## config.mk

```make
export PLATFORM = sky130hd
export DESIGN_NAME = cmos_cfg_sequencer_flat
export DESIGN_NICKNAME = d
export VERILOG_FILES = /design/src/rtl/cmos_cfg_sequencer_pkg.sv /design/src/rtl/cmos_cfg_sequencer_if.sv /design/src/rtl/cmos_cfg_sequencer_delay_timer.sv /design/src/rtl/cmos_cfg_sequencer.sv /design/src/flat_wrapper.sv
export SDC_FILE = /design/constraint.sdc
export NUM_CORES = 1
export LEC_CHECK = 0
export ABC_CLOCK_PERIOD_IN_PS = 3400
export BUFFER_PORTS_ARGS = -buffer_cell sky130_fd_sc_hd__buf_2
export CAP_MARGIN = 30
export CORE_ASPECT_RATIO = 1.4
export CORE_MARGIN = 2
export CORE_UTILIZATION = 45
export DETAILED_ROUTE_END_ITERATION = 12
export PLACE_DENSITY_LB_ADDON = 0.2
export SETUP_SLACK_MARGIN = 0.5
export SLEW_MARGIN = 20
export SYNTH_ARGS = -nofsm -noshare
export SYNTH_HDL_FRONTEND = slang
export SYNTH_HIERARCHICAL = 1
export SYNTH_SLANG_ARGS = --single-unit
```

## constraint.sdc

```tcl
create_clock -name clk -period 3.4 [get_ports clk]
set_input_delay 0.51 -clock clk [delete_from_list [all_inputs] [get_ports clk]]
set_output_delay 0.51 -clock clk [all_outputs]
set_load 0.005 [all_outputs]
```

## src/rtl/cmos_cfg_sequencer_pkg.sv

```systemverilog
// cmos_cfg_pkg: shared types and constants for the CMOS sensor configuration sequencer.
// Revision 1.0
`default_nettype none

package cmos_cfg_pkg;

  typedef enum logic [2:0] {
    S_IDLE     = 3'd0,
    S_FETCH    = 3'd1,
    S_ISSUE    = 3'd2,
    S_WAIT_RSP = 3'd3,
    S_DELAY    = 3'd4,
    S_NEXT     = 3'd5,
    S_DONE     = 3'd6,
    S_FAIL     = 3'd7
  } cfg_state_e;

  localparam logic [1:0] ERR_NONE     = 2'd0;
  localparam logic [1:0] ERR_NACK     = 2'd1;
  localparam logic [1:0] ERR_MISMATCH = 2'd2;
  localparam logic [1:0] ERR_EMPTY    = 2'd3;

  localparam logic [7:0] DEFAULT_DELAY_TAG = 8'hF0;

endpackage

`default_nettype wire

```

## src/rtl/cmos_cfg_sequencer_if.sv

```systemverilog
// cmos_cfg_sequencer_if: command/response channel between sequencer and SCCB/I2C bus master.
// Revision 1.0
`default_nettype none

interface cmos_cfg_sequencer_if #(
  parameter int ADDR_W = 8,
  parameter int DATA_W = 16
);
  logic              cmd_valid;
  logic              cmd_ready;
  logic              cmd_rw;
  logic [ADDR_W-1:0] cmd_addr;
  logic [DATA_W-1:0] cmd_wdata;
  logic              rsp_valid;
  logic              rsp_nack;
  logic [DATA_W-1:0] rsp_rdata;

  modport master (
    output cmd_valid, cmd_rw, cmd_addr, cmd_wdata,
    input  cmd_ready, rsp_valid, rsp_nack, rsp_rdata
  );

  modport slave (
    input  cmd_valid, cmd_rw, cmd_addr, cmd_wdata,
    output cmd_ready, rsp_valid, rsp_nack, rsp_rdata
  );
endinterface

`default_nettype wire

```

## src/rtl/cmos_cfg_sequencer_delay_timer.sv

```systemverilog
// cfg_delay_timer: loadable down-counter with a zero flag; holds at zero.
// Revision 1.0
`default_nettype none

module cfg_delay_timer #(
  parameter int CNT_W = 16
) (
  input  wire logic             clk,
  input  wire logic             rst,
  input  wire logic             load_i,
  input  wire logic [CNT_W-1:0] load_val_i,
  input  wire logic             en_i,
  output logic                  zero_o
);

  logic [CNT_W-1:0] cnt_q;
  logic [CNT_W-1:0] cnt_d;

  always_comb begin
    cnt_d = cnt_q;
    if (load_i) begin
      cnt_d = load_val_i;
    end else if (en_i && (cnt_q != '0)) begin
      cnt_d = cnt_q - CNT_W'(1);
    end
  end

  always_ff @(posedge clk or posedge rst) begin
    if (rst) begin
      cnt_q <= '0;
    end else begin
      cnt_q <= cnt_d;
    end
  end

  assign zero_o = (cnt_q == '0);

endmodule

`default_nettype wire

```

## src/rtl/cmos_cfg_sequencer.sv

```systemverilog
// cmos_cfg_sequencer: walks a sensor config LUT, issuing read-verify, write and delay entries.
// Revision 1.0
`default_nettype none

module cmos_cfg_sequencer
  import cmos_cfg_pkg::*;
#(
  parameter int                ADDR_W     = 8,
  parameter int                DATA_W     = 16,
  parameter int                IDX_W      = 8,
  parameter int                READ_CNT   = 2,
  parameter logic [ADDR_W-1:0] DELAY_TAG  = ADDR_W'(DEFAULT_DELAY_TAG),
  parameter int                DELAY_UNIT = 1000,
  parameter int                MAX_RETRY  = 3
) (
  input  wire logic                     clk,
  input  wire logic                     rst,
  input  wire logic                     start_i,
  output logic [IDX_W-1:0]              lut_index_o,
  input  wire logic [ADDR_W+DATA_W-1:0] lut_data_i,
  input  wire logic [IDX_W-1:0]         lut_size_i,
  cmos_cfg_sequencer_if.master          bus,
  output logic                          busy_o,
  output logic                          done_o,
  output logic                          error_o,
  output logic [1:0]                    err_code_o,
  output logic [IDX_W-1:0]              err_index_o
);

  // Counter wide enough for (2^DATA_W-1) * DELAY_UNIT.
  localparam int CNT_W   = DATA_W + ((DELAY_UNIT > 1) ? $clog2(DELAY_UNIT) : 0);
  localparam int RETRY_W = (MAX_RETRY > 0) ? $clog2(MAX_RETRY + 1) : 1;
  localparam logic [RETRY_W-1:0] RETRY_LIMIT = RETRY_W'(MAX_RETRY);
  localparam logic [IDX_W-1:0]   READ_LIMIT  = IDX_W'(READ_CNT);

  cfg_state_e         state_q, state_d;
  logic [IDX_W-1:0]   idx_q, idx_d;
  logic               rw_q, rw_d;
  logic [ADDR_W-1:0]  addr_q, addr_d;
  logic [DATA_W-1:0]  wdata_q, wdata_d;
  logic [DATA_W-1:0]  entry_q, entry_d;
  logic [RETRY_W-1:0] retry_q, retry_d;
  logic [1:0]         err_code_q, err_code_d;
  logic [IDX_W-1:0]   err_index_q, err_index_d;

  logic [ADDR_W-1:0]  w_lut_addr;
  logic [DATA_W-1:0]  w_lut_data;
  logic               w_is_read;
  logic [CNT_W-1:0]   w_dly_prod;
  logic [CNT_W-1:0]   w_dly_load;
  logic               w_tmr_load;
  logic               w_tmr_en;
  logic               w_tmr_zero;

  assign w_lut_addr = lut_data_i[ADDR_W+DATA_W-1:DATA_W];
  assign w_lut_data = lut_data_i[DATA_W-1:0];
  assign w_is_read  = (idx_q < READ_LIMIT);
  assign w_dly_prod = CNT_W'(w_lut_data) * CNT_W'(DELAY_UNIT);
  // The timer exits on zero, so N delay cycles need N-1 loaded; 0 still costs one cycle.
  assign w_dly_load = (w_dly_prod == '0) ? '0 : (w_dly_prod - CNT_W'(1));

  cfg_delay_timer #(
    .CNT_W (CNT_W)
  ) u_delay_timer (
    .clk        (clk),
    .rst        (rst),
    .load_i     (w_tmr_load),
    .load_val_i (w_dly_load),
    .en_i       (w_tmr_en),
    .zero_o     (w_tmr_zero)
  );

  always_comb begin
    state_d     = state_q;
    idx_d       = idx_q;
    rw_d        = rw_q;
    addr_d      = addr_q;
    wdata_d     = wdata_q;
    entry_d     = entry_q;
    retry_d     = retry_q;
    err_code_d  = err_code_q;
    err_index_d = err_index_q;
    w_tmr_load  = 1'b0;
    w_tmr_en    = 1'b0;
    case (state_q)
      S_IDLE, S_DONE, S_FAIL: begin
        if (start_i) begin
          retry_d = '0;
          if (lut_size_i == '0) begin
            state_d     = S_FAIL;
            err_code_d  = ERR_EMPTY;
            err_index_d = '0;
          end else begin
            state_d    = S_FETCH;
            idx_d      = '0;
            err_code_d = ERR_NONE;
          end
        end
      end
      S_FETCH: begin
        entry_d = w_lut_data;
        if ((w_lut_addr == DELAY_TAG) && !w_is_read) begin
          state_d    = S_DELAY;
          w_tmr_load = 1'b1;
        end else begin
          state_d = S_ISSUE;
          rw_d    = w_is_read;
          addr_d  = w_lut_addr;
          wdata_d = w_is_read ? '0 : w_lut_data;
        end
      end
      S_ISSUE: begin
        if (bus.cmd_ready) state_d = S_WAIT_RSP;
      end
      S_WAIT_RSP: begin
        if (bus.rsp_valid) begin
          if (bus.rsp_nack) begin
            if (retry_q < RETRY_LIMIT) begin
              retry_d = retry_q + RETRY_W'(1);
              state_d = S_ISSUE;
            end else begin
              state_d     = S_FAIL;
              err_code_d  = ERR_NACK;
              err_index_d = idx_q;
            end
          end else if (rw_q && (bus.rsp_rdata != entry_q)) begin
            state_d     = S_FAIL;
            err_code_d  = ERR_MISMATCH;
            err_index_d = idx_q;
          end else begin
            state_d = S_NEXT;
          end
        end
      end
      S_DELAY: begin
        w_tmr_en = 1'b1;
        if (w_tmr_zero) state_d = S_NEXT;
      end
      S_NEXT: begin
        retry_d = '0;
        if (idx_q == (lut_size_i - IDX_W'(1))) begin
          state_d = S_DONE;
        end else begin
          idx_d   = idx_q + IDX_W'(1);
          state_d = S_FETCH;
        end
      end
      default: state_d = S_IDLE;
    endcase
  end

  always_ff @(posedge clk or posedge rst) begin
    if (rst) begin
      state_q     <= S_IDLE;
      idx_q       <= '0;
      rw_q        <= 1'b0;
      addr_q      <= '0;
      wdata_q     <= '0;
      entry_q     <= '0;
      retry_q     <= '0;
      err_code_q  <= ERR_NONE;
      err_index_q <= '0;
    end else begin
      state_q     <= state_d;
      idx_q       <= idx_d;
      rw_q        <= rw_d;
      addr_q      <= addr_d;
      wdata_q     <= wdata_d;
      entry_q     <= entry_d;
      retry_q     <= retry_d;
      err_code_q  <= err_code_d;
      err_index_q <= err_index_d;
    end
  end

  // Status and cmd_valid decode straight from state so reset clears them asynchronously.
  assign bus.cmd_valid = (state_q == S_ISSUE);
  assign bus.cmd_rw    = rw_q;
  assign bus.cmd_addr  = addr_q;
  assign bus.cmd_wdata = wdata_q;
  assign lut_index_o   = idx_q;
  assign busy_o        = !(state_q inside {S_IDLE, S_DONE, S_FAIL});
  assign done_o        = (state_q == S_DONE);
  assign error_o       = (state_q == S_FAIL);
  assign err_code_o    = err_code_q;
  assign err_index_o   = err_index_q;

endmodule

`default_nettype wire

```

## src/flat_wrapper.sv

```systemverilog
// flat-port wrapper written by rule: the top's interface ports become plain ports
module cmos_cfg_sequencer_flat import cmos_cfg_pkg::*;
#(
  parameter int                ADDR_W     = 8,
  parameter int                DATA_W     = 16,
  parameter int                IDX_W      = 8,
  parameter int                READ_CNT   = 2,
  parameter logic [ADDR_W-1:0] DELAY_TAG  = ADDR_W'(DEFAULT_DELAY_TAG),
  parameter int                DELAY_UNIT = 1000,
  parameter int                MAX_RETRY  = 3
)
  (clk, rst, start_i, lut_index_o, lut_data_i, lut_size_i, busy_o, done_o, error_o, err_code_o, err_index_o, bus_cmd_valid, bus_cmd_rw, bus_cmd_addr, bus_cmd_wdata, bus_cmd_ready, bus_rsp_valid, bus_rsp_nack, bus_rsp_rdata);
  cmos_cfg_sequencer_if #(.ADDR_W(ADDR_W), .DATA_W(DATA_W)) bus_i ();
  input  wire logic clk;
  input  wire logic rst;
  input  wire logic start_i;
  output logic [IDX_W-1:0] lut_index_o;
  input  wire logic [ADDR_W+DATA_W-1:0] lut_data_i;
  input  wire logic [IDX_W-1:0] lut_size_i;
  output logic busy_o;
  output logic done_o;
  output logic error_o;
  output logic [1:0] err_code_o;
  output logic [IDX_W-1:0] err_index_o;
  output wire logic [$bits(bus_i.cmd_valid)-1:0] bus_cmd_valid;
  output wire logic [$bits(bus_i.cmd_rw)-1:0] bus_cmd_rw;
  output wire logic [$bits(bus_i.cmd_addr)-1:0] bus_cmd_addr;
  output wire logic [$bits(bus_i.cmd_wdata)-1:0] bus_cmd_wdata;
  input wire logic [$bits(bus_i.cmd_ready)-1:0] bus_cmd_ready;
  input wire logic [$bits(bus_i.rsp_valid)-1:0] bus_rsp_valid;
  input wire logic [$bits(bus_i.rsp_nack)-1:0] bus_rsp_nack;
  input wire logic [$bits(bus_i.rsp_rdata)-1:0] bus_rsp_rdata;
  assign bus_cmd_valid = bus_i.cmd_valid;
  assign bus_cmd_rw = bus_i.cmd_rw;
  assign bus_cmd_addr = bus_i.cmd_addr;
  assign bus_cmd_wdata = bus_i.cmd_wdata;
  assign bus_i.cmd_ready = bus_cmd_ready;
  assign bus_i.rsp_valid = bus_rsp_valid;
  assign bus_i.rsp_nack = bus_rsp_nack;
  assign bus_i.rsp_rdata = bus_rsp_rdata;
  cmos_cfg_sequencer #(.ADDR_W(ADDR_W), .DATA_W(DATA_W), .IDX_W(IDX_W), .READ_CNT(READ_CNT), .DELAY_TAG(DELAY_TAG), .DELAY_UNIT(DELAY_UNIT), .MAX_RETRY(MAX_RETRY)) u_core (.clk(clk), .rst(rst), .start_i(start_i), .lut_index_o(lut_index_o), .lut_data_i(lut_data_i), .lut_size_i(lut_size_i), .bus(bus_i), .busy_o(busy_o), .done_o(done_o), .error_o(error_o), .err_code_o(err_code_o), .err_index_o(err_index_o));
endmodule
```

==> results of run 1 <==
-- sequential cells by signal, summed over array words and instances (netlist names) --
| name | flops |
|---|---|
| u_core/u_delay_timer/cnt_q | 26 |
| u_core/entry_q | 16 |
| u_core/lut_index_o | 8 |
| u_core/err_index_o | 8 |
| u_core/err_code_o | 2 |
| u_core/state_q | 3 |
| u_core/bus.cmd_addr | 8 |
| u_core/bus.cmd_rw | 1 |
| u_core/retry_q | 2 |
| u_core/bus.cmd_wdata | 16 |
-- cell type report --
type                            instances  area (um2)  share of cell area
Clock inverter                          7        83.8             0.00759
Sequential cell                        90        2250               0.204
Tap cell                              240         300              0.0272
Multi-Input combinational cell        650        5950               0.539
Inverter                              100         375              0.0340
Clock buffer                            9         225              0.0204
Timing Repair Buffer                  258        1850               0.167
-- cell families after synthesis --
kind of cell,synth area share
simple gates,0.153
fa+ha+maj,0.218
mux,0.0473
compound gates,0.181
xor+xnor,0.0686
buf+inv,0.0613
flops,0.271
-- per-stage QoR --
stage	instance area (um2)	util	cells	power [mW]
2_1_floorplan	8410	-	868	6.08
4_1_cts	10800	0.601	1346	10.7
3_3_place_gp	10100	0.563	1315	8.81
3_5_place_dp	10200	0.566	1317	8.97
5_1_grt	11000	0.613	1354	11.9
6_report	11000	0.613	1354	11.0
-- how the worst min path moves through the flow --
| stage | to | start | depth (start not counted) | slack (ps) |
|---|---|---|---|---|
| after floorplan | u_core/retry_q[0]$_DFFE_PP0P_ | u_core/retry_q[0]$_DFFE_PP0P_ | 1 | 450 |
| after global placement | u_core/retry_q[0]$_DFFE_PP0P_ | u_core/retry_q[0]$_DFFE_PP0P_ | 1 | 470 |
| after detailed placement | u_core/retry_q[0]$_DFFE_PP0P_ | u_core/retry_q[0]$_DFFE_PP0P_ | 1 | 470 |
| after CTS | u_core/lut_index_o[2]$_DFFE_PP0P_ | rst | 2 | 160 |
| after global routing | u_core/lut_index_o[2]$_DFFE_PP0P_ | rst | 2 | 180 |
| final | u_core/lut_index_o[2]$_DFFE_PP0P_ | rst | 2 | 150 |
-- layer usage --
metal	up-vias	routed length, um
li1	3578	-
met1	3633	8640
met2	127	11500
met3	34	587
met4	0	473
met5	-	0
-- Yosys cell counts, drive strengths merged, types with 6 or more instances --
library cell  instances  area, um2
and3                  8       50.1
fa                   54       1080
nand4                 7       43.8
nor3b                 8       65.1
xnor2                32        280
a31oi                12       75.1
mux2                 31        353
buf                   8       58.8
dfrtp                90       2250
nand4b                6       82.6
nand2b                6       37.5
xor2                 33        289
or3                  13       88.8
or4                  13        101
inv                 100        375
a21o                  9       68.8
nor3                 12       60.1
nor2                 54        203
o21ai                40        204
nand2                48        180
a211oi               11       97.6
o21a                  9       67.6
nand3                13       65.1
clkbuf               20       75.1
o211ai                9       72.6
nor4                 10       77.6
nor2b                 7       51.3
a22o                 26        228
a21oi                41        205
ha                   58        726
o31ai                10       75.1
-- placed cells by master (no fill, tap or decap), drive strengths merged, types with 6 or more instances in the layout --
cell type and instances:
buf 257, inv 103, dfrtp 90, ha 58
fa 54, nor2 54, nand2 48, a21oi 41
o21ai 40, xor2 33, xnor2 32, mux2 31
a22o 26, or4 13, nand3 13, or3 13
a31oi 12, nor3 12, a211oi 11, clkbuf 10
nor4 10, o31ai 10, a21o 9, o21a 9
o211ai 9, and3 8, nor3b 8, nand4 7
nor2b 7, nand2b 6, nand4b 6
-- what timing repair did --
action	4_1_cts	5_1_grt
resized for setup	45	34
pin swaps	39	18
buffers inserted	11	7
setup endpoints to repair	28	28
hold buffers	0	0
cloned	2	1
-- where the power goes --
| group | internal (mW) | leakage (nW) | switching (mW) |
|---|---|---|---|
| Sequential | 1.35 | 1.09 | 0.233 |
| Combinational | 4.37 | 3.90 | 3.98 |
| Clock | 0.527 | 0.151 | 0.508 |
| Total | 6.25 | 5.14 | 4.72 |
-- worst max-delay path: cells and delay by family --
kind,cells,cell delay [ps]
and+or+nand+nor,4,910
AOI/OAI and AO/OA,3,650
adders and majority gates,5,2220
muxes,1,270
buffers and inverters,7,880
==> key figures, run 1 <==
Run status
  – Status: complete, but fails checks
  – Violated checks: negative setup slack

CTS
  – CTS sink cnt: 90
  – Clock root cell: clkbuf_16
  – CTS Buf Count: 9
  – Clk_lat worst skew: 360 ps
  – H-tree levels: 3
  – Clock-pin slew on the worst setup and hold paths: 80 ps
  – CTS tree: done
  – Clock Path Buffers: 2

Floorplan
  – Core Region: 0.0180 mm2
  – # rows: 58
  – Starting Density: 0.461
  – Die Span Y: 165 um
  – # IOs: 101
  – Die ar.: 0.0196 mm2
  – Chip Width: 119 um

Layout
  – Filler cell count: 1,615
  – Layout area overhead: 33.0%
  – Share of cells above drive strength 1: 0.356
  – Nets: 1,275
  – Ant. Diodes: 0

Yosys
  – Seq/Total Area, Yosys: 0.271
  – Count of flip-flops with a built-in enable after synthesis: 0
  – Syn. warnings: 6
  – Synthesized area: 0.00830 mm2
  – Dominant synthesized flop cell: dfrtp_1
  – Synth cell types: 78
  – Synth async-reset ratio: 1.00
  – Syn_nets: 1,034
  – Mapped Cells: 868
  – #FFs+latches synth: 90
  – Syn Area/Cell: 9.57 um2

Run
  – Maxcap violations: 0

Global route
  – Largest net degree at the start of global routing: 34
  – Grt total ovfl: 0
  – Grt met3 use: 0.0283
  – Number of global-route vias before repair: 7,389
  – GRT Util Overall: 0.221
  – M2 GR Usage: 0.414
  – First-pass GRT wire length: 35,300 um
  – Routing usage on met1: 0.260
  – Most used routing layer: met2
  – Initial antenna violation count: 0

Worst setup path
  – CP required: 3640 ps
  – Setup slack, reg-to-reg: 480 ps
  – Worst setup EP type: register
  – CP max FO: 6
  – CP Data Arrival Time: 5440 ps
  – Slowest cell on crit path: fa_1
  – Reg2reg end: u_core/u_delay_timer/cnt_q[20]$_DFFE_PP0P_
  – Crit Path Category: input pin to register
  – CP max stage delay: 510 ps
  – Cells on worst reg2reg path: 6
  – CP Capture Point: u_core/u_delay_timer/cnt_q[11]$_DFFE_PP0P_
  – CP startpoint kind: input pin
  – Worst path cell trace: buf_4, fa_1, inv_1, fa_1, fa_1, inv_1, fa_1, ha_4, buf_4, a21o_4, or3_4, a2111oi_4, buf_4, nand4_1, nand4b_4, nor4_4, buf_4, buf_12, a21oi_2, mux2_4
  – RR Startpoint: u_core/lut_index_o[6]$_DFFE_PP0P_
  – CP Launch Point: lut_data_i[3]

STA
  – Pins Over Slew Limit: 0
  – Fin worst setup slack: -1800 ps
  – Worst-margin pin slew: 967 ps
  – Tcrit/Tclk final: 1.53
  – Fin. Hold Viols: 0
  – Max Fclk: 192 MHz
  – Tmin final: 5200 ps
  – Layout Skew: 12.4 ps
  – Setup violations, final: 26
  – RSZ-0062 raised after global routing: true
  – Hold WS: 154 ps
  – Relative slew slack: 0.353
  – Fin Setup TNS: -44,740 ps

Placement
  – Gp weighted congestion: 0.819
  – Setup WS pre-CTS: -2260 ps
  – HPWL after DPL: 16,600 um
  – # port buffers: 100

Pwr
  – Max IR drop VDD: 633 uV
  – Ratio of total power to cell area: 994 mW/mm2
  – Leak: 5.14 nW

Routing
  – Wire length per cell: 15.7 um
  – Iter 0 DRT Violations: 305
  – DR DRC count: 0
  – First-pass DRT Iterations: 4
  – Via Count: 7,372
  – Final wirelength: 21,200 um
  – Vias per inst: 5.44
  – DRT antenna net count: 0

Worst hold path
  – Worst min-delay path class: input pin to asynchronous set/reset pin
No activity file was read; power rests on OpenSTA's default activity.
==> run 2, diff against run 1 <==
Settings changed: ABC_CLOCK_PERIOD_IN_PS 3400 to 5100, CORE_ASPECT_RATIO 1.4 to unset, SKIP_CTS_REPAIR_TIMING set to 1.
Clock period 3.4 ns to 5.1 ns, I/O delays scaled along.
==> key figures, run 2 (synthesis results as in run 1) <==
Floorplan
  – Starting Density: 0.461 (about the same)
  – Die ar.: 0.0196 mm2 (about the same)
  – # rows: 49 (was 58)
  – Chip Width: 140 um (was 119 um)
  – Die Span Y: 140 um (was 165 um)
  – Core Region: 0.0180 mm2 (about the same)
  – # IOs: 101 (unchanged)

Routing
  – Via Count: 7,026 (was 7,372)
  – Wire length per cell: 15.4 um (was 15.7 um)
  – DR DRC count: 0 (unchanged)
  – First-pass DRT Iterations: 4 (unchanged)
  – Vias per inst: 5.41 (was 5.44)
  – DRT antenna net count: 0 (unchanged)
  – Final wirelength: 20,000 um (was 21,200 um)
  – Iter 0 DRT Violations: 284 (was 305)

Worst setup path
  – Cells on worst reg2reg path: 10 (was 6)
  – Slowest cell on crit path: fa_1 (unchanged)
  – CP Launch Point: lut_data_i[3] (unchanged)
  – CP Capture Point: u_core/u_delay_timer/cnt_q[11]$_DFFE_PP0P_ (unchanged)
  – Worst path cell trace: clkbuf_4, fa_1, inv_1, fa_1, fa_1, inv_1, fa_1, ha_4, buf_4, o21a_1, nor2_1, a211oi_2, buf_4, a2111oi_4, or3_4, nand4b_4, nor4_4, buf_12, a21oi_1, mux2_2 (was buf_4, fa_1, inv_1, fa_1, fa_1, inv_1, fa_1, ha_4, buf_4, a21o_4, or3_4, a2111oi_4, buf_4, nand4_1, nand4b_4, nor4_4, buf_4, buf_12, a21oi_2, mux2_4)
  – CP Data Arrival Time: 5690 ps (was 5440 ps)
  – Reg2reg end: u_core/state_q[2]$_DFFE_PP0P_ (was u_core/u_delay_timer/cnt_q[20]$_DFFE_PP0P_)
  – CP startpoint kind: input pin (unchanged)
  – RR Startpoint: u_core/u_delay_timer/cnt_q[0]$_DFFE_PP0P_ (was u_core/lut_index_o[6]$_DFFE_PP0P_)
  – WP buf/inv: 6 (was 7)
  – CP max stage delay: 560 ps (was 510 ps)
  – WP depth: 20 (unchanged)
  – Most used cell, CP: fa_1
  – Worst setup EP type: register (unchanged)
  – Crit path max-delay family: adder cells (unchanged)
  – CP required: 5330 ps (was 3640 ps)
  – CP max FO: 23 (was 6)
  – Crit Path Category: input pin to register (unchanged)
  – Setup slack, reg-to-reg: 1430 ps (was 480 ps)

CTS
  – CTS sink cnt: 90 (unchanged)
  – CTS Buf Count: 9 (unchanged)
  – Clk_lat worst skew: 340 ps (was 360 ps)
  – H-tree levels: 3 (unchanged)
  – Clock Path Buffers: 2 (unchanged)
  – Clock root cell: clkbuf_16 (unchanged)
  – CTS tree: done (unchanged)
  – Clock-pin slew on the worst setup and hold paths: 60 ps (was 80 ps)

STA
  – Worst-margin pin slew: 840 ps (was 967 ps)
  – Layout Skew: 3.06 ps (was 12.4 ps)
  – Setup violations, final: 26 (unchanged)
  – RSZ-0062 raised after global routing: true (unchanged)
  – Pins Over Slew Limit: 0 (unchanged)
  – Relative slew slack: 0.440 (was 0.353)
  – Fin worst setup slack: -357 ps (was -1800 ps)
  – Max Fclk: 183 MHz
  – Fin. Hold Viols: 0 (unchanged)
  – Tcrit/Tclk final: 1.07
  – Hold WS: 428 ps (was 154 ps)
  – Tmin final: 5460 ps

Layout
  – Share of cells above drive strength 1: 0.301 (was 0.356)
  – Biggest register: u_core/u_delay_timer/cnt_q (unchanged)
  – Layout area overhead: 25.4% (was 33.0%)
  – Final Util: 0.578 (was 0.613)
  – Most frequent cells in the layout: buf_4, inv_1, buf_2, dfrtp_1 (was buf_4, inv_1, buf_2, dfrtp_1, fa_1)
  – Nets: 1,231 (was 1,275)
  – Commonest non-fill, non-tap cell in the layout: buf_4 (unchanged)
  – Filler cell count: 1,633 (was 1,615)
  – Largest register FFs: 26 (unchanged)
  – Ant. Diodes: 0 (unchanged)

Global route
  – Grt total ovfl: 0 (unchanged)
  – First-pass GRT wire length: 33,300 um (was 35,300 um)
  – Initial antenna violation count: 0 (unchanged)
  – GRT Util Overall: 0.205 (was 0.221)
  – Number of global-route vias before repair: 6,834 (was 7,389)
  – Largest net degree at the start of global routing: 65 (was 34)

Placement
  – HPWL after DPL: 15,700 um (was 16,600 um)
  – # port buffers: 100 (unchanged)
  – Gp weighted congestion: 0.821 (was 0.819)

Worst hold path
  – Worst min-delay path class: input pin to asynchronous set/reset pin (unchanged)

Run status
  – Violated checks: negative setup slack (unchanged)
  – Status: complete, but fails checks (unchanged)

Pwr
  – Max IR drop VDD: 441 uV (was 633 uV)
  – Leak: 4.87 nW (was 5.14 nW)
  – Ratio of total power to cell area: 645 mW/mm2 (was 994 mW/mm2)

Run
  – Maxcap violations: 0 (unchanged)
==> run 2: changes by cell type in the layout (fill, tap and decap cells not counted), sizes merged <==
cell	previous run	this run
buf	257	213
inv	103	100
clkbuf	10	12
clkinv	4	2
bufinv	0	1
clkinvlp	0	1
==> run 2: final cells by class <==
| cell class | count | area, um2 | area share |
|---|---|---|---|
| Multi-Input combinational cell | 650 | 5760 | 0.553 |
| Clock inverter | 4 | 51.3 | 0.00493 |
| Tap cell | 229 | 287 | 0.0275 |
| Inverter | 100 | 375 | 0.0360 |
| Clock buffer | 11 | 253 | 0.0243 |
| Timing Repair Buffer | 214 | 1430 | 0.138 |
| Sequential cell | 90 | 2250 | 0.216 |
==> run 2: where the power goes <==
part	total (mW)	internal [mW]	leakage, nW	switching, mW
combinational	4.97	2.53	3.63	2.44
clock	0.688	0.404	0.148	0.284
sequential	1.06	0.904	1.09	0.159
==> run 2: worst register-to-register path: stages, from the launching register on <==
cell      delay, ps
dfrtp_1         400
inv_1           100
ha_1            170
or4b_1          580
or4_4           690
nor2_1          260
nor2_1           90
a211oi_1        510
o21ai_0         230
nand2b_1        190
o32a_1          340
==> run 2: how the worst min path moves through the flow <==
stage / start / to / slack (ps) / cells past startpoint
finish: rst / u_core/u_delay_timer/cnt_q[3]$_DFFE_PP0P_ / 430 / 2
global route: rst / u_core/u_delay_timer/cnt_q[3]$_DFFE_PP0P_ / 460 / 2
CTS: rst / u_core/u_delay_timer/cnt_q[3]$_DFFE_PP0P_ / 440 / 2
detailed placement: u_core/retry_q[0]$_DFFE_PP0P_ / u_core/retry_q[0]$_DFFE_PP0P_ / 470 / 1
global placement: u_core/retry_q[0]$_DFFE_PP0P_ / u_core/retry_q[0]$_DFFE_PP0P_ / 470 / 1
floorplan: u_core/retry_q[0]$_DFFE_PP0P_ / u_core/retry_q[0]$_DFFE_PP0P_ / 450 / 1
==> run 2: per-stage QoR <==
stage                     power, mW  cells  instance area, um2  setup slack (ps)  setup TNS [ps]
after floorplan                4.04    868                8400              -331           -6060
after global placement         5.67   1274                9870              -707          -14920
after detailed placement       5.74   1276                9910              -747          -17770
after CTS                      6.46   1291               10200              -415           -8190
after global routing           7.32   1298               10400              -526          -12380
final                          6.72   1298               10400              -357           -7330
==> run 2: per-layer routing <==
layer / vias to the layer above / part of all wire / wire (um) / track usage
li1: 3482 / - / - / -
met2: 132 / 0.48 / 9630 / 0.339
met5: - / 0 / 0 / 0
met4: 0 / 0.011 / 227 / 0.0405
met3: 15 / 0.035 / 705 / 0.0348
met1: 3397 / 0.47 / 9420 / 0.286
==> run 3, diff against run 2 <==
Settings changed: ABC_CLOCK_PERIOD_IN_PS 5100 to 7100, CTS_CLUSTER_SIZE set to 20.
Clock period 5.1 ns to 7.1 ns, I/O delays scaled along.
==> key figures, run 3 (synthesis results as in run 1) <==
Layout
  – Largest register FFs: 26 (unchanged)
  – Non-Filler Instances: 1,195 (was 1,298)
  – Filler cell count: 1,722 (was 1,633)
  – Share of cells above drive strength 1: 0.196 (was 0.301)
  – Nets: 1,127 (was 1,231)
  – Ant. Diodes: 0 (unchanged)
  – Most frequent cells in the layout: buf_2, inv_1, dfrtp_1, ha_1 (was buf_4, inv_1, buf_2, dfrtp_1)
  – Biggest register: u_core/u_delay_timer/cnt_q (unchanged)
  – Commonest non-fill, non-tap cell in the layout: buf_2 (was buf_4)
  – Layout area overhead: 12.7% (was 25.4%)
  – Final Instance Area: 0.00936 mm2 (was 0.0104 mm2)

Placement
  – Cell total after placement: 1,179 (was 1,276)
  – Gp weighted congestion: 0.817 (was 0.821)
  – Placed Area: 0.00908 mm2 (was 0.00991 mm2)
  – # port buffers: 100 (unchanged)
  – HPWL after DPL: 14,700 um (was 15,700 um)

Floorplan
  – # rows: 49 (unchanged)
  – Die ar.: 0.0196 mm2 (unchanged)
  – Starting Density: 0.461 (unchanged)
  – Core Region: 0.0180 mm2 (unchanged)
  – Die Span Y: 140 um (unchanged)
  – # IOs: 101 (unchanged)
  – Chip Width: 140 um (unchanged)

STA
  – Relative slew slack: 0.455 (was 0.440)
  – Max Fclk: 161 MHz
  – Tcrit/Tclk final: 0.875
  – Fin Setup TNS: 0 ps (was -7330 ps)
  – Setup violations, final: 0 (was 26)
  – Fin. Hold Viols: 0 (unchanged)
  – Layout Skew: 7.24 ps (was 3.06 ps)
  – RSZ-0062 raised after global routing: false (was true)
  – Worst-margin pin slew: 817 ps (was 840 ps)
  – Tmin final: 6220 ps
  – Hold WS: 482 ps (was 428 ps)
  – Pins Over Slew Limit: 0 (unchanged)

Routing
  – Wire length per cell: 15.7 um (was 15.4 um)
  – DR DRC count: 0 (unchanged)
  – Final wirelength: 18,800 um (was 20,000 um)
  – Iter 0 DRT Violations: 436 (was 284)
  – First-pass DRT Iterations: 4 (unchanged)
  – DRT antenna net count: 0 (unchanged)
  – Via Count: 6,596 (was 7,026)
  – Vias per inst: 5.52 (was 5.41)

CTS
  – CTS Buf Count: 9 (unchanged)
  – Clk_lat worst skew: 350 ps (was 340 ps)
  – Clock-pin slew on the worst setup and hold paths: 70 ps (was 60 ps)
  – Clock root cell: clkbuf_16 (unchanged)
  – Clock Path Buffers: 2 (unchanged)
  – H-tree levels: 3 (unchanged)
  – CTS tree: done (unchanged)
  – CTS sink cnt: 90 (unchanged)

Pwr
  – Ratio of total power to cell area: 410 mW/mm2 (was 645 mW/mm2)
  – Max IR drop VDD: 233 uV (was 441 uV)
  – Leak: 4.30 nW (was 4.87 nW)

Worst setup path
  – CP required: 7290 ps (was 5330 ps)
  – WP buf/inv: 4 (was 6)
  – CP max FO: 14 (was 23)
  – Crit Path Category: input pin to register (unchanged)
  – CP startpoint kind: input pin (unchanged)
  – CP max stage delay: 720 ps (was 560 ps)
  – Worst setup EP type: register (unchanged)
  – Most used cell, CP: fa_1 (unchanged)
  – CP Data Arrival Time: 6400 ps (was 5690 ps)
  – Worst path cell trace: buf_2, fa_1, inv_1, fa_1, fa_1, inv_1, fa_1, ha_1, a21o_2, nor3_1, a211oi_2, a2111oi_1, or3_2, nand4b_4, nor4_4, buf_4, nand2_1, nand2_1, o311ai_0 (was clkbuf_4, fa_1, inv_1, fa_1, fa_1, inv_1, fa_1, ha_4, buf_4, o21a_1, nor2_1, a211oi_2, buf_4, a2111oi_4, or3_4, nand4b_4, nor4_4, buf_12, a21oi_1, mux2_2)
  – Crit path max-delay family: adder cells (unchanged)
  – Slowest cell on crit path: a2111oi_1 (was fa_1)

Run status
  – Status: completed (was complete, but fails checks)

Global route
  – Number of global-route vias before repair: 6,313 (was 6,834)
  – GRT Util Overall: 0.197 (was 0.205)
  – Initial antenna violation count: 0 (unchanged)
  – Largest net degree at the start of global routing: 65 (unchanged)
  – Grt total ovfl: 0 (unchanged)
  – First-pass GRT wire length: 31,800 um (was 33,300 um)

Run
  – Maxcap violations: 0 (unchanged)

Worst hold path
  – Worst min-delay path class: register to register (was input pin to asynchronous set/reset pin)
[run 3: cell count changes in the layout (fill, tap and decap cells not counted), sizes merged]
| cell | before | now |
|---|---|---|
| clkinv | 2 | 3 |
| inv | 100 | 101 |
| clkbuf | 12 | 11 |
| bufinv | 1 | 0 |
| buf | 213 | 110 |
[run 3: final timing paths]
kind / startpoint / end / slack, ps / cells past startpoint
max in group asynchronous: rst / u_core/entry_q[2]$_DFFE_PP0P_ / 5600 / 3
min in group asynchronous: rst / u_core/u_delay_timer/cnt_q[4]$_DFFE_PP0P_ / 760 / 2
max: lut_data_i[2] / u_core/u_delay_timer/cnt_q[1]$_DFFE_PP0P_ / 880 / 19
max reg2reg: u_core/u_delay_timer/cnt_q[0]$_DFFE_PP0P_ / u_core/state_q[2]$_DFFE_PP0P_ / 3340 / 10
min: u_core/retry_q[0]$_DFFE_PP0P_ / u_core/retry_q[0]$_DFFE_PP0P_ / 480 / 1
min reg2reg: u_core/retry_q[0]$_DFFE_PP0P_ / u_core/retry_q[0]$_DFFE_PP0P_ / 480 / 1
[run 3: area by class of cell]
cell class                      count  area [um2]  area share
Sequential cell                    90        2250       0.241
Inverter                          100         375      0.0401
Clock buffer                       11         243      0.0259
Tap cell                          229         287      0.0306
Clock inverter                      5        38.8     0.00414
Timing Repair Buffer              110         616      0.0658
Multi-Input combinational cell    650        5550       0.593
[run 3: worst reg2reg max path, cell delays in order (launching register included)]
cell      delay, ps
dfrtp_1         390
inv_1           100
ha_1            170
or4b_1          590
or4_4           690
nor2_1          300
nor2_1           90
a211oi_1        550
o21ai_0         230
nand2b_1        200
o32a_1          330
[run 3: metal layers]
layer	global-route usage	up-vias	part of all wire
li1	-	3285	-
met1	0.281	3170	0.48
met2	0.318	134	0.47
met3	0.0341	7	0.043
met4	0.0374	0	0.0065
met5	0	-	0
[run 3: through the flow]
stage	utilization	power (mW)	setup WS [ps]
floorplan	-	2.79	1050
global placement	0.500	3.33	686
finish	0.519	3.83	884
global route	0.519	4.21	627
CTS	0.519	3.86	907
detailed placement	0.504	3.38	548
[run 3: where the power goes]
part           switching (mW)  total, mW  internal (mW)
clock                   0.206      0.455          0.249
combinational            1.50       2.61           1.12
sequential              0.113      0.762          0.649
total                    1.82       3.83           2.01
